[src/rtl/jedro_1_irq_ctrl_pkg.sv]
// Shared constants for the jedro_1 machine-mode interrupt controller:
// mcause exception codes and FSM state encodings.
package jedro_1_irq_ctrl_pkg;

    // Low five bits of mcause; the interrupt bit is added where the width is known.
    localparam logic [4:0] CSR_MCAUSE_MSI = 5'd3;
    localparam logic [4:0] CSR_MCAUSE_MTI = 5'd7;
    localparam logic [4:0] CSR_MCAUSE_MEI = 5'd11;

    localparam int unsigned IRQ_FSM_WIDTH = 2;

    typedef enum logic [IRQ_FSM_WIDTH-1:0] {
        StIdle    = 2'd0,
        StPending = 2'd1,
        StTaken   = 2'd2,
        StHandler = 2'd3
    } irq_state_e;

endpackage

[src/rtl/jedro_1_sync.sv]
// N-stage single-bit synchroniser with synchronous active-high clear.
// STAGES = 0 passes the input straight through for already-synchronous sources.
module jedro_1_sync #(
    parameter int unsigned STAGES = 2
) (
    input  logic clk_i,
    input  logic clr_i,
    input  logic d_i,
    output logic q_o
);

    if (STAGES == 0) begin : g_bypass
        assign q_o = d_i;
    end else begin : g_sync
        logic [STAGES-1:0] ff_q;

        always_ff @(posedge clk_i) begin
            if (clr_i) begin
                ff_q <= '0;
            end else begin
                ff_q[0] <= d_i;
                for (int i = 1; i < int'(STAGES); i++) begin
                    ff_q[i] <= ff_q[i-1];
                end
            end
        end

        assign q_o = ff_q[STAGES-1];
    end

endmodule

[src/rtl/jedro_1_irq_ctrl.sv]
// Machine-mode interrupt controller: synchronises and qualifies the three interrupt
// lines, then schedules one trap entry at a clean instruction boundary until MRET.
module jedro_1_irq_ctrl
    import jedro_1_irq_ctrl_pkg::*;
#(
    parameter int unsigned DATA_WIDTH  = 32,
    parameter int unsigned SYNC_STAGES = 2
) (
    input  logic                  clk_i,
    input  logic                  rst_i,
    input  logic                  sw_irq_i,
    input  logic                  timer_irq_i,
    input  logic                  ext_irq_i,
    input  logic                  mstatus_mie_i,
    input  logic                  mie_msie_i,
    input  logic                  mie_mtie_i,
    input  logic                  mie_meie_i,
    input  logic                  instr_boundary_i,
    input  logic                  exc_pending_i,
    input  logic                  mret_i,
    input  logic [DATA_WIDTH-1:0] curr_pc_i,
    output logic [2:0]            irq_pending_o,
    output logic                  irq_req_o,
    output logic                  irq_take_o,
    output logic [DATA_WIDTH-1:0] irq_cause_o,
    output logic [DATA_WIDTH-1:0] irq_epc_o
);

    logic msip, mtip, meip;
    logic [2:0] qual;
    logic       any_qual;
    logic [DATA_WIDTH-1:0] sel_cause;

    irq_state_e state_q;
    logic req_q, take_q;
    logic [DATA_WIDTH-1:0] cause_q, epc_q;

    jedro_1_sync #(.STAGES(SYNC_STAGES)) u_sync_msi (
        .clk_i (clk_i),
        .clr_i (rst_i),
        .d_i   (sw_irq_i),
        .q_o   (msip)
    );

    jedro_1_sync #(.STAGES(SYNC_STAGES)) u_sync_mti (
        .clk_i (clk_i),
        .clr_i (rst_i),
        .d_i   (timer_irq_i),
        .q_o   (mtip)
    );

    jedro_1_sync #(.STAGES(SYNC_STAGES)) u_sync_mei (
        .clk_i (clk_i),
        .clr_i (rst_i),
        .d_i   (ext_irq_i),
        .q_o   (meip)
    );

    assign irq_pending_o = {meip, mtip, msip};
    assign qual          = irq_pending_o & {mie_meie_i, mie_mtie_i, mie_msie_i}
                           & {3{mstatus_mie_i}};
    assign any_qual      = |qual;

    // Priority MEI > MSI > MTI; only consumed when any_qual is set.
    always_comb begin
        sel_cause                 = '0;
        sel_cause[DATA_WIDTH-1]   = 1'b1;
        if (qual[2]) begin
            sel_cause[4:0] = CSR_MCAUSE_MEI;
        end else if (qual[0]) begin
            sel_cause[4:0] = CSR_MCAUSE_MSI;
        end else begin
            sel_cause[4:0] = CSR_MCAUSE_MTI;
        end
    end

    always_ff @(posedge clk_i) begin
        if (rst_i) begin
            state_q <= StIdle;
            req_q   <= 1'b0;
            take_q  <= 1'b0;
            cause_q <= '0;
            epc_q   <= '0;
        end else begin
            take_q <= 1'b0;
            case (state_q)
                StIdle: begin
                    if (any_qual) begin
                        state_q <= StPending;
                        req_q   <= 1'b1;
                    end
                end
                StPending: begin
                    if (!any_qual) begin
                        state_q <= StIdle;
                        req_q   <= 1'b0;
                    end else if (instr_boundary_i && !exc_pending_i) begin
                        state_q <= StTaken;
                        req_q   <= 1'b0;
                        take_q  <= 1'b1;
                        cause_q <= sel_cause;
                        epc_q   <= curr_pc_i;
                    end
                end
                // mret_i here is illegal and deliberately ignored.
                StTaken:   state_q <= StHandler;
                StHandler: begin
                    if (mret_i) begin
                        state_q <= StIdle;
                    end
                end
                default: begin
                    state_q <= StIdle;
                    req_q   <= 1'b0;
                end
            endcase
        end
    end

    assign irq_req_o   = req_q;
    assign irq_take_o  = take_q;
    assign irq_cause_o = cause_q;
    assign irq_epc_o   = epc_q;

endmodule

[config.mk]
export PLATFORM = sky130hd
export DESIGN_NAME = jedro_1_irq_ctrl
export DESIGN_NICKNAME = d
export VERILOG_FILES = /design/src/rtl/jedro_1_irq_ctrl_pkg.sv /design/src/rtl/jedro_1_sync.sv /design/src/rtl/jedro_1_irq_ctrl.sv
export SDC_FILE = /design/constraint.sdc
export NUM_CORES = 1
export LEC_CHECK = 0
export CAP_MARGIN = 20
export CORE_MARGIN = 3
export CORE_UTILIZATION = 36
export CTS_BUF_LIST = sky130_fd_sc_hd__clkbuf_16
export CTS_CLUSTER_DIAMETER = 200
export DETAILED_ROUTE_END_ITERATION = 6
export PLACE_DENSITY = 0.82
export SLEW_MARGIN = 25
export SYNTH_ARGS = -nofsm -noshare
export SYNTH_HDL_FRONTEND = slang
export SYNTH_SLANG_ARGS = --single-unit
[constraint.sdc]
create_clock -name clk_i -period 1.5 [get_ports clk_i]
set_input_delay 0.15 -clock clk_i [delete_from_list [all_inputs] [get_ports clk_i]]
set_output_delay 0.15 -clock clk_i [all_outputs]
set_load 0.1 [all_outputs]
==> results of run 1 <==
==> routing by layer <==
layer  GRT usage, %  up-vias  wire length (µm)
li1               -      949                 -
met1           18.8      903              2420
met2           29.2       83              3130
met3           4.24        7               432
met4           4.68        0                63
met5              0        -                 0
==> cell families after synthesis <==
logic type | after synthesis | share of synthesized area [%]
DFF | 45 | 41.5
buffers and inverters | 58 | 17.8
and+or+nand+nor | 83 | 24.0
AOI/OAI and AO/OA | 43 | 16.5
other | 1 | 0.173
==> registers in the layout, indices dropped and copies added (netlist names), named ones only <==
| signal | cells |
|---|---|
| irq_req_o | 1 |
| u_sync_msi.g_sync.ff_q | 2 |
| irq_cause_o | 3 |
| u_sync_mti.g_sync.ff_q | 2 |
| state_q | 1 |
| irq_take_o | 1 |
| u_sync_mei.g_sync.ff_q | 2 |
| irq_epc_o | 32 |
==> worst paths after layout <==
kind	slack, ns	depth (start not counted)	from	end
worst max-delay path	-0.06	6	u_sync_mti.g_sync.ff_q[1]	irq_epc_o[26]
worst min-delay path	0.42	2	timer_irq_i	u_sync_mti.g_sync.ff_q[0]
worst max register to register	-0.06	6	u_sync_mti.g_sync.ff_q[1]	irq_epc_o[26]
worst min register to register	0.44	1	u_sync_msi.g_sync.ff_q[0]	u_sync_msi.g_sync.ff_q[1]
==> timing repair <==
action	CTS	global route
cloned	1	2
endpoints found under the setup margin	33	35
gates resized for setup	7	9
endpoints found under the hold margin	0	0
buffers inserted	2	1
pin swaps	2	2
==> layout make-up <==
| cell class | instances | area, µm² | share of cell area (%) |
|---|---|---|---|
| timing repair buffer | 109 | 1570 | 42.2 |
| multi-input combinational | 153 | 985 | 26.4 |
| sequential | 45 | 906 | 24.3 |
| clock buffer | 5 | 125 | 3.35 |
| tap | 72 | 90.1 | 2.41 |
| clock inverter | 3 | 37.5 | 1.01 |
| inverter | 4 | 15.0 | 0.402 |
==> through the flow <==
step	area, µm²	util [%]	TNS (ns)	setup WS [ns]	total power [mW]
global placement	3410	60.1	-8.94	-0.280	1.86
CTS	3640	64.2	0	0.00396	3.08
finish	3730	65.8	-0.474	-0.0554	3.09
global route	3730	65.8	-2.08	-0.100	3.19
floorplan	2270	-	0	0.00572	1.74
detailed placement	3410	60.1	-10.03	-0.306	1.87
==> cell usage in the layout (no fill, tap or decap), drive strengths merged <==
| master | n |
|---|---|
| a21oi | 4 |
| a222oi | 1 |
| a22oi | 1 |
| a31o | 33 |
| and3b | 1 |
| buf | 64 |
| bufinv | 1 |
| clkbuf | 7 |
| clkdlybuf4s50 | 40 |
| clkinv | 2 |
| conb | 27 |
| dfxtp | 45 |
| dlymetal6s2s | 3 |
| inv | 4 |
| nand2 | 3 |
| nand2b | 34 |
| nand3b | 1 |
| nor2 | 2 |
| nor2b | 6 |
| nor3 | 1 |
| nor4 | 33 |
| o211ai | 1 |
| o21a | 1 |
| o31ai | 1 |
| o41ai | 1 |
| or3 | 2 |
==> report_power, final <==
part	leakage (nW)	total (mW)	switching, mW	internal [mW]
combinational	1.03	0.676	0.462	0.213
sequential	0.365	1.21	0.00686	1.21
clock	0.0826	1.20	0.426	0.774
==> out/metrics.yaml, run 1 <==
logic_synthesis:
  synth_ff_type: "dfxtp_1"
  ys_seq_elements: 45
  avgSynthCellArea_um2: 9.43
  synth.yosys.seq_area_share_pct: 41.5
  synthCells: 230
  synth.top_cell.area_share_pct: 41.5
  yosysMostFrequentCell: "dfxtp_1"
  synth_common_cells: "dfxtp_1 (45), nand2b_1 (33), nor4_1 (33)"
  syn_area_um2: 2170
  yosysWarnings: 0
  synth_edf_count: 0
  ys_top_cells_by_area: "dfxtp_1 (42%), buf_4 (11%), a31o_1 (11%), nand2b_1 (9.5%), nor4_1 (9.5%)"
  yosysTopAreaCell: "dfxtp_1"
  async_flop_share_pct: 0
  synth.distinct_cells: 27
outcome:
  outcome: "finished with violations"
  violations: "negative setup slack"
cts:
  clock-sinks: 45
  clock_path_buffers: 2
  cts_max_level: 2
  cts_hold_buf: 0
  clk_latency_ns: 0.28
  cts_tree: "yes"
  cts_buffers: 5
  path_clk_slew_ns: 0.06
  clockRootBuffer: "clkbuf_16"
min_path:
  hold_path.class: "input pin to register"
worst_setup_path:
  worst-path-buf-inv: 3
  crit_top_cell: "buf_4"
  slowest_delay_ns: 0.36
  start_kind: "register"
  cp-end-kind: "register"
  worst_ep_required_time_ns: 1.67
  cp_top_family: "compound AO/OA/AOI/OAI gates"
  crit_type: "register to register"
  crit_slowest_cell: "a222oi_1"
  critPathMaxFanout: 8
  worstPathArrival_ns: 1.72
  crit_chain: "a222oi_1 -> buf_4 -> buf_4 -> clkbuf_16 -> nor4_1 -> a31o_1"
die:
  start_util_pct: 38.2
  die_area_um2: 6990
  core_um2: 5680
  die_width_um: 83.6
  num_rows: 27
  ioPinCount: 113
  die_h_um: 83.6
power:
  p_leak_nw: 1.48
  ir_drop_v: 0.000619
  cellPowerDensity_nw_per_um2: 827
route:
  ant_nets: 0
  vias: 1942
  drt-initial-drc-count: 86
  routed_wl_mm: 6.05
  avgViaCountPerCell: 4.97
  drc: 0
  drt_pass1_iterations: 4
  post_drt_wl_per_cell_um: 15.5
timing:
  maxSlewViolCount: 0
  fin_skew_ns: 0.00548
  setup_viol: 28
  min_period_ns: 1.56
  rsz0062_at_grt: "true"
  timing.fmax_ghz: 0.643
  final-hold-violation-count: 0
  hold_ws_ns: 0.420
  layout_setup_ws_ns: -0.0554
  fin_crit_sh_pct: 104
cells_and_area:
  n_fill_cell: 439
  stdcell_count: 391
  layout-drive-gt1-share_pct: 26.6
  n_antenna_cell: 0
  nets: 362
  syn_to_final_growth_pct: 72.1
global_route:
  grt_util_all_layers_pct: 16.2
  grt_start_max_net_pins: 36
  grt_pass1_vias: 1958
  grt_first_pass_wirelength_mm: 9.36
  antenna_found_initial: 0
  gr-total-overflow: 0
place:
  gp_congestion: 0.751
  port_buffers: 85
  placed_cells: 377
  dp_hpwl_mm: 4.24
flow_run:
  drv_cap: 0
Note: power is estimated with default switching activity, not from simulation.
==> inputs of run 2 (changes only) <==
CORE_MARGIN = not set   (was 3)
==> run 2 against run 1 <==
Against the previous run:
- via count grew 0.41%
- critical path type unchanged
- total power shrank 0.25%
- the flow still finishes with violations (negative setup slack)
- clock skew shrank 0.00062 ns
- die area shrank 9.3%
- final area shrank 0.84%
- final cell count shrank 1.0%
- utilization shrank 0.16 points
- critical endpoint is now irq_epc_o[4]
- non-clock buffer count shrank 3
- worst hold slack gained 0.0069 ns
- register-to-register slack is essentially flat
==> out/metrics.yaml, run 2 (synthesized netlist as in run 1, its figures left out) <==
die:
  core_um2: 5640  # -0.60%
  die_area_um2: 6340  # -9.3%
  ioPinCount: 113  # unchanged
  die_width_um: 79.6  # -4.8%
  die_h_um: 79.6  # -4.8%
  start_util_pct: 38.4  # +0.23 points
  num_rows: 27  # unchanged
worst_setup_path:
  crit_type: "register to register"
  cp-end-kind: "register"
  worstPathArrival_ns: 1.71  # about the same
  crit_top_cell: "buf_4"
  crit_slowest_cell: "a222oi_1"
  slowest_delay_ns: 0.36  # about the same
  worst_ep_required_time_ns: 1.67  # about the same
  crit_chain: "a222oi_1 -> buf_4 -> buf_4 -> buf_8 -> nor4_1 -> a31o_1"
  critPathMaxFanout: 17  # +9
  start_kind: "register"
global_route:
  antenna_found_initial: 0  # unchanged
  grt_first_pass_wirelength_mm: 8.69  # -7.2%
  gr-total-overflow: 0  # unchanged
  grt_start_max_net_pins: 36  # unchanged
  grt_util_all_layers_pct: 17.4  # +1.1 points
  grt_pass1_vias: 1874  # -4.3%
timing:
  layout_setup_ws_ns: -0.0416  # +0.0137 ns
  rsz0062_at_grt: "true"
  maxSlewViolCount: 0  # unchanged
  timing.fmax_ghz: 0.649  # +0.89%
  fin_skew_ns: 0.00486  # -0.000619 ns
  setup_viol: 34  # +21%
  fin_crit_sh_pct: 103  # -0.92 points
  hold_ws_ns: 0.427  # +0.00688 ns
  final-hold-violation-count: 0  # unchanged
  min_period_ns: 1.54  # -0.0137 ns
cells_and_area:
  syn_to_final_growth_pct: 70.7
  multi_input_area_um2: 1030  # +4.4%
  layout-drive-gt1-share_pct: 26.3  # -0.30 points
  regArea_um2: 906  # unchanged
  final_area_um2: 3700  # -0.84%
  n_antenna_cell: 0  # unchanged
  nets: 359  # -0.83%
  layout_common_cells: "buf_12 (44), dfxtp_1 (41), clkdlybuf4s50_1 (40)"
  largest_reg_flops: 32  # unchanged
  mostFrequentLayoutCell: "buf_12"
  n_fill_cell: 442  # +0.68%
power:
  p_leak_nw: 1.46  # -1.2%
  ir_drop_v: 0.000604  # -2.3%
  finalPower_mw: 3.08  # -0.25%
  cellPowerDensity_nw_per_um2: 832  # +0.60%
outcome:
  violations: "negative setup slack"
  outcome: "finished with violations"
cts:
  cts_max_level: 2  # unchanged
  cts_buffers: 5  # unchanged
  cts_hold_buf: 0  # unchanged
  clk_latency_ns: 0.28  # about the same
  path_clk_slew_ns: 0.06  # about the same
  clock_path_buffers: 2  # unchanged
  clock-sinks: 45  # unchanged
  cts_tree: "yes"
  clockRootBuffer: "clkbuf_16"
route:
  drc: 0  # unchanged
  drt_pass1_iterations: 4  # unchanged
  drt-initial-drc-count: 115  # +34%
  ant_nets: 0  # unchanged
  post_drt_wl_per_cell_um: 15.2  # -1.7%
  vias: 1950  # +0.41%
  avgViaCountPerCell: 5.04  # +1.4%
  routed_wl_mm: 5.89  # -2.7%
flow_run:
  drv_cap: 0  # unchanged
place:
  dp_hpwl_mm: 3.95  # -6.7%
  gp_congestion: 0.688  # -8.4%
  placed_area_um2: 3390  # -0.44%
  port_buffers: 85  # unchanged
min_path:
  hold_path.class: "input pin to register"
-- run 2: cell count changes in the layout (fill, tap and decap cells not counted), sizes merged --
| cell | previous run | this run |
|---|---|---|
| buf | 64 | 62 |
| bufbuf | 0 | 1 |
| clkbuf | 7 | 5 |
| inv | 4 | 3 |
-- run 2: area by class of cell --
| cell class | instances | area share [%] |
|---|---|---|
| timing repair buffer | 106 | 40.6 |
| multi-input combinational | 153 | 27.8 |
| inverter | 4 | 0.406 |
| sequential | 45 | 24.5 |
| tap | 72 | 2.43 |
| clock inverter | 2 | 0.947 |
| clock buffer | 5 | 3.38 |
-- run 2: where the power goes --
group          switching (mW)  internal (mW)  total [mW]
Combinational           0.461          0.205       0.666
Clock                   0.429          0.773        1.20
Sequential            0.00701           1.21        1.21
-- run 2: layer usage --
metal	up-vias	part of all wire, %	GRT usage (%)
met5	-	0	0
met3	4	5.2	3.54
li1	941	-	-
met4	0	0.53	4.91
met2	83	52	31.5
met1	922	42	20.5
-- run 2: critical path: cells and delay by family, from the launching register on --
kind	cells	cell delay [ns]
AOI/OAI and AO/OA	2	0.56
buffers and inverters	3	0.47
DFF	1	0.33
and+or+nand+nor	1	0.08
-- run 2: final timing paths --
check,from,endpoint,slack (ns),cells past startpoint
max,u_sync_mti.g_sync.ff_q[1],irq_epc_o[4],-0.04,6
min,timer_irq_i,u_sync_mti.g_sync.ff_q[0],0.43,2
max reg2reg,u_sync_mti.g_sync.ff_q[1],irq_epc_o[4],-0.04,6
min reg2reg,u_sync_mei.g_sync.ff_q[0],u_sync_mei.g_sync.ff_q[1],0.44,1
-- run 2: what timing repair did --
| action | CTS | global route |
|---|---|---|
| buffers inserted | 0 | 3 |
| endpoints found under the setup margin | 33 | 36 |
| pin swaps | 0 | 2 |
| cloned | 0 | 2 |
| gates resized for setup | 1 | 17 |
-- run 2: metrics by stage --
step	worst slack, ns	utilization [%]	TNS, ns	cells
after CTS	-0.0266	63.1	-0.0513	382
final	-0.0416	65.6	-0.728	387
after floorplan	0.00572	-	0	256
after global placement	-0.262	60.1	-8.32	375
after global routing	-0.107	65.6	-2.89	387
after detailed placement	-0.322	60.1	-9.76	375
==> inputs of run 3 (changes only) <==
CORE_UTILIZATION = 43   (was 36)
PLACE_DENSITY = 0.91   (was 0.82)
clock period = 1.95 ns   (was 1.5 ns; I/O delays follow)
==> run 3 against run 2 <==
Against the previous run:
- largest power group unchanged
- total power decreased by 29%
- highest routed layer unchanged
- sequential share of layout area increased by 5.9 points
- die area decreased by 16%
- the run now ends clean
- via count decreased by 4.7%
- fmax decreased by 1.8%
==> out/metrics.yaml, run 3 (synthesized netlist as in run 1, its figures left out) <==
outcome:
  outcome: "completed"
global_route:
  grt_pass1_vias: 1681  # -10%
  grt_util_all_layers_pct: 19.2  # +1.8 points
  grt_first_pass_wirelength_mm: 8.00  # -7.9%
  gr-total-overflow: 0  # unchanged
  antenna_found_initial: 0  # unchanged
  grt_start_max_net_pins: 37  # +2.8%
flow_run:
  drv_cap: 0  # unchanged
die:
  num_rows: 25  # -7.4%
  die_width_um: 73.0  # -8.3%
  start_util_pct: 45.3  # +6.9 points
  die_area_um2: 5330  # -16%
  ioPinCount: 113  # unchanged
  core_um2: 4790  # -15%
  die_h_um: 73.0  # -8.3%
timing:
  tns_ns: 0  # +0.728 ns
  rsz0062_at_grt: "false"
  fin_crit_sh_pct: 80.5  # -22 points
  maxSlewViolCount: 0  # unchanged
  setup_viol: 0  # -100%
  fin_skew_ns: 0.00560  # +0.000738 ns
  timing.fmax_ghz: 0.637  # -1.8%
  final-hold-violation-count: 0  # unchanged
  min_period_ns: 1.57  # +0.0278 ns
route:
  post_drt_wl_per_cell_um: 13.2  # -13%
  vias: 1859  # -4.7%
  avgViaCountPerCell: 5.00  # -0.82%
  drt-initial-drc-count: 94  # -18%
  ant_nets: 0  # unchanged
  drc: 0  # unchanged
  drt_pass1_iterations: 5  # +1
  routed_wl_mm: 4.92  # -16%
worst_setup_path:
  crit_type: "register to register"
  critPathMaxFanout: 35  # +18
  ff2ff_path_depth: 4  # -2
  worst-path-buf-inv: 1  # -2
  cp_top_family: "compound AO/OA/AOI/OAI gates"
  worstPathArrival_ns: 1.74  # +0.03 ns
  cp-end-kind: "register"
  cp.depth: 4  # -2
  crit_chain: "a222oi_1 -> buf_4 -> nor4_1 -> a31o_2"
  worst_ep_required_time_ns: 2.12  # +0.45 ns
  crit_slowest_cell: "buf_4"
  start_kind: "register"
  slowest_delay_ns: 0.41  # +0.05 ns
cts:
  cts_hold_buf: 0  # unchanged
  clock_path_buffers: 2  # unchanged
  clk_latency_ns: 0.28  # about the same
  ctsResizeCount: 0  # -1
  clockRootBuffer: "clkbuf_16"
  path_clk_slew_ns: 0.06  # about the same
  cts_buffers: 5  # unchanged
  cts_setup_buffers: 0  # unchanged
  clock-sinks: 45  # unchanged
  cts_tree: "yes"
  cts_max_level: 2  # unchanged
place:
  port_buffers: 85  # unchanged
  dp_hpwl_mm: 3.36  # -15%
  gp_congestion: 0.736  # +6.9%
cells_and_area:
  finalCoreUtilization_pct: 62.0  # -3.6 points
  largest_reg_flops: 32  # unchanged
  n_antenna_cell: 0  # unchanged
  layout-drive-gt1-share_pct: 22.0  # -4.4 points
  layout_common_cells: "buf_4 (50), dfxtp_1 (45), clkdlybuf4s50_1 (43)"
  mostFrequentLayoutCell: "buf_4"
  nets: 348  # -3.1%
  syn_to_final_growth_pct: 36.9
power:
  ir_drop_v: 0.000538  # -11%
  p_leak_nw: 1.21  # -17%
  cellPowerDensity_nw_per_um2: 739  # -11%
min_path:
  hold_path.class: "register to register"
  hold_depth: 1  # -1
==> run 3: cell types whose count changed in the layout (fill, tap and decap cells not counted), moves of 4 or more <==
cell	before	now
buf_12	44	2
buf_4	15	50
a31o_2	1	6
a31o_4	5	0
dfxtp_1	41	45
dfxtp_2	4	0
==> run 3: power breakdown <==
part | internal, mW | leakage, nW | switching (mW)
Clock | 0.469 | 0.0672 | 0.331
Sequential | 0.927 | 0.364 | 0.00485
Combinational | 0.120 | 0.779 | 0.341
==> run 3: routing by layer <==
layer / vias up / part of all wire (%) / wire length, µm / track usage (%)
met5: - / 0 / 0 / 0
met4: 0 / 0.24 / 12 / 3.92
met3: 2 / 6.2 / 304 / 5.52
met2: 80 / 49 / 2400 / 30.5
met1: 860 / 45 / 2200 / 26.0
li1: 917 / - / - / -
==> run 3: through the flow <==
step	area (µm²)	hold slack, ns	worst slack (ns)	instances	power (mW)
floorplan	2270	0.323	0.363	256	1.34
global placement	2830	0.418	0.144	364	1.41
detailed placement	2830	0.431	0.126	364	1.41
CTS	2970	0.446	0.397	372	2.21
global route	2970	0.465	0.252	372	2.28
finish	2970	0.442	0.381	372	2.19
==> run 3: final cells by class <==
class | count | area, µm²
clock buffer | 5 | 125
clock inverter | 3 | 18.8
fill | 416 | 1820
inverter | 4 | 15.0
multi-input combinational | 153 | 980
sequential | 45 | 901
tap | 67 | 83.8
timing repair buffer | 95 | 846
==> run 3: final timing paths <==
kind	from	endpoint	slack (ns)
setup / recovery	u_sync_mti.g_sync.ff_q[1]	irq_epc_o[14]	0.38
hold / removal	u_sync_mti.g_sync.ff_q[0]	u_sync_mti.g_sync.ff_q[1]	0.44
setup reg to reg	u_sync_mti.g_sync.ff_q[1]	irq_epc_o[14]	0.38
hold reg to reg	u_sync_mti.g_sync.ff_q[0]	u_sync_mti.g_sync.ff_q[1]	0.44
==> run 3: worst register-to-register path, stage by stage, from the launching register on <==
cell	delay [ns]
dfxtp_1	0.31
a222oi_1	0.38
buf_4	0.41
nor4_1	0.13
a31o_2	0.22
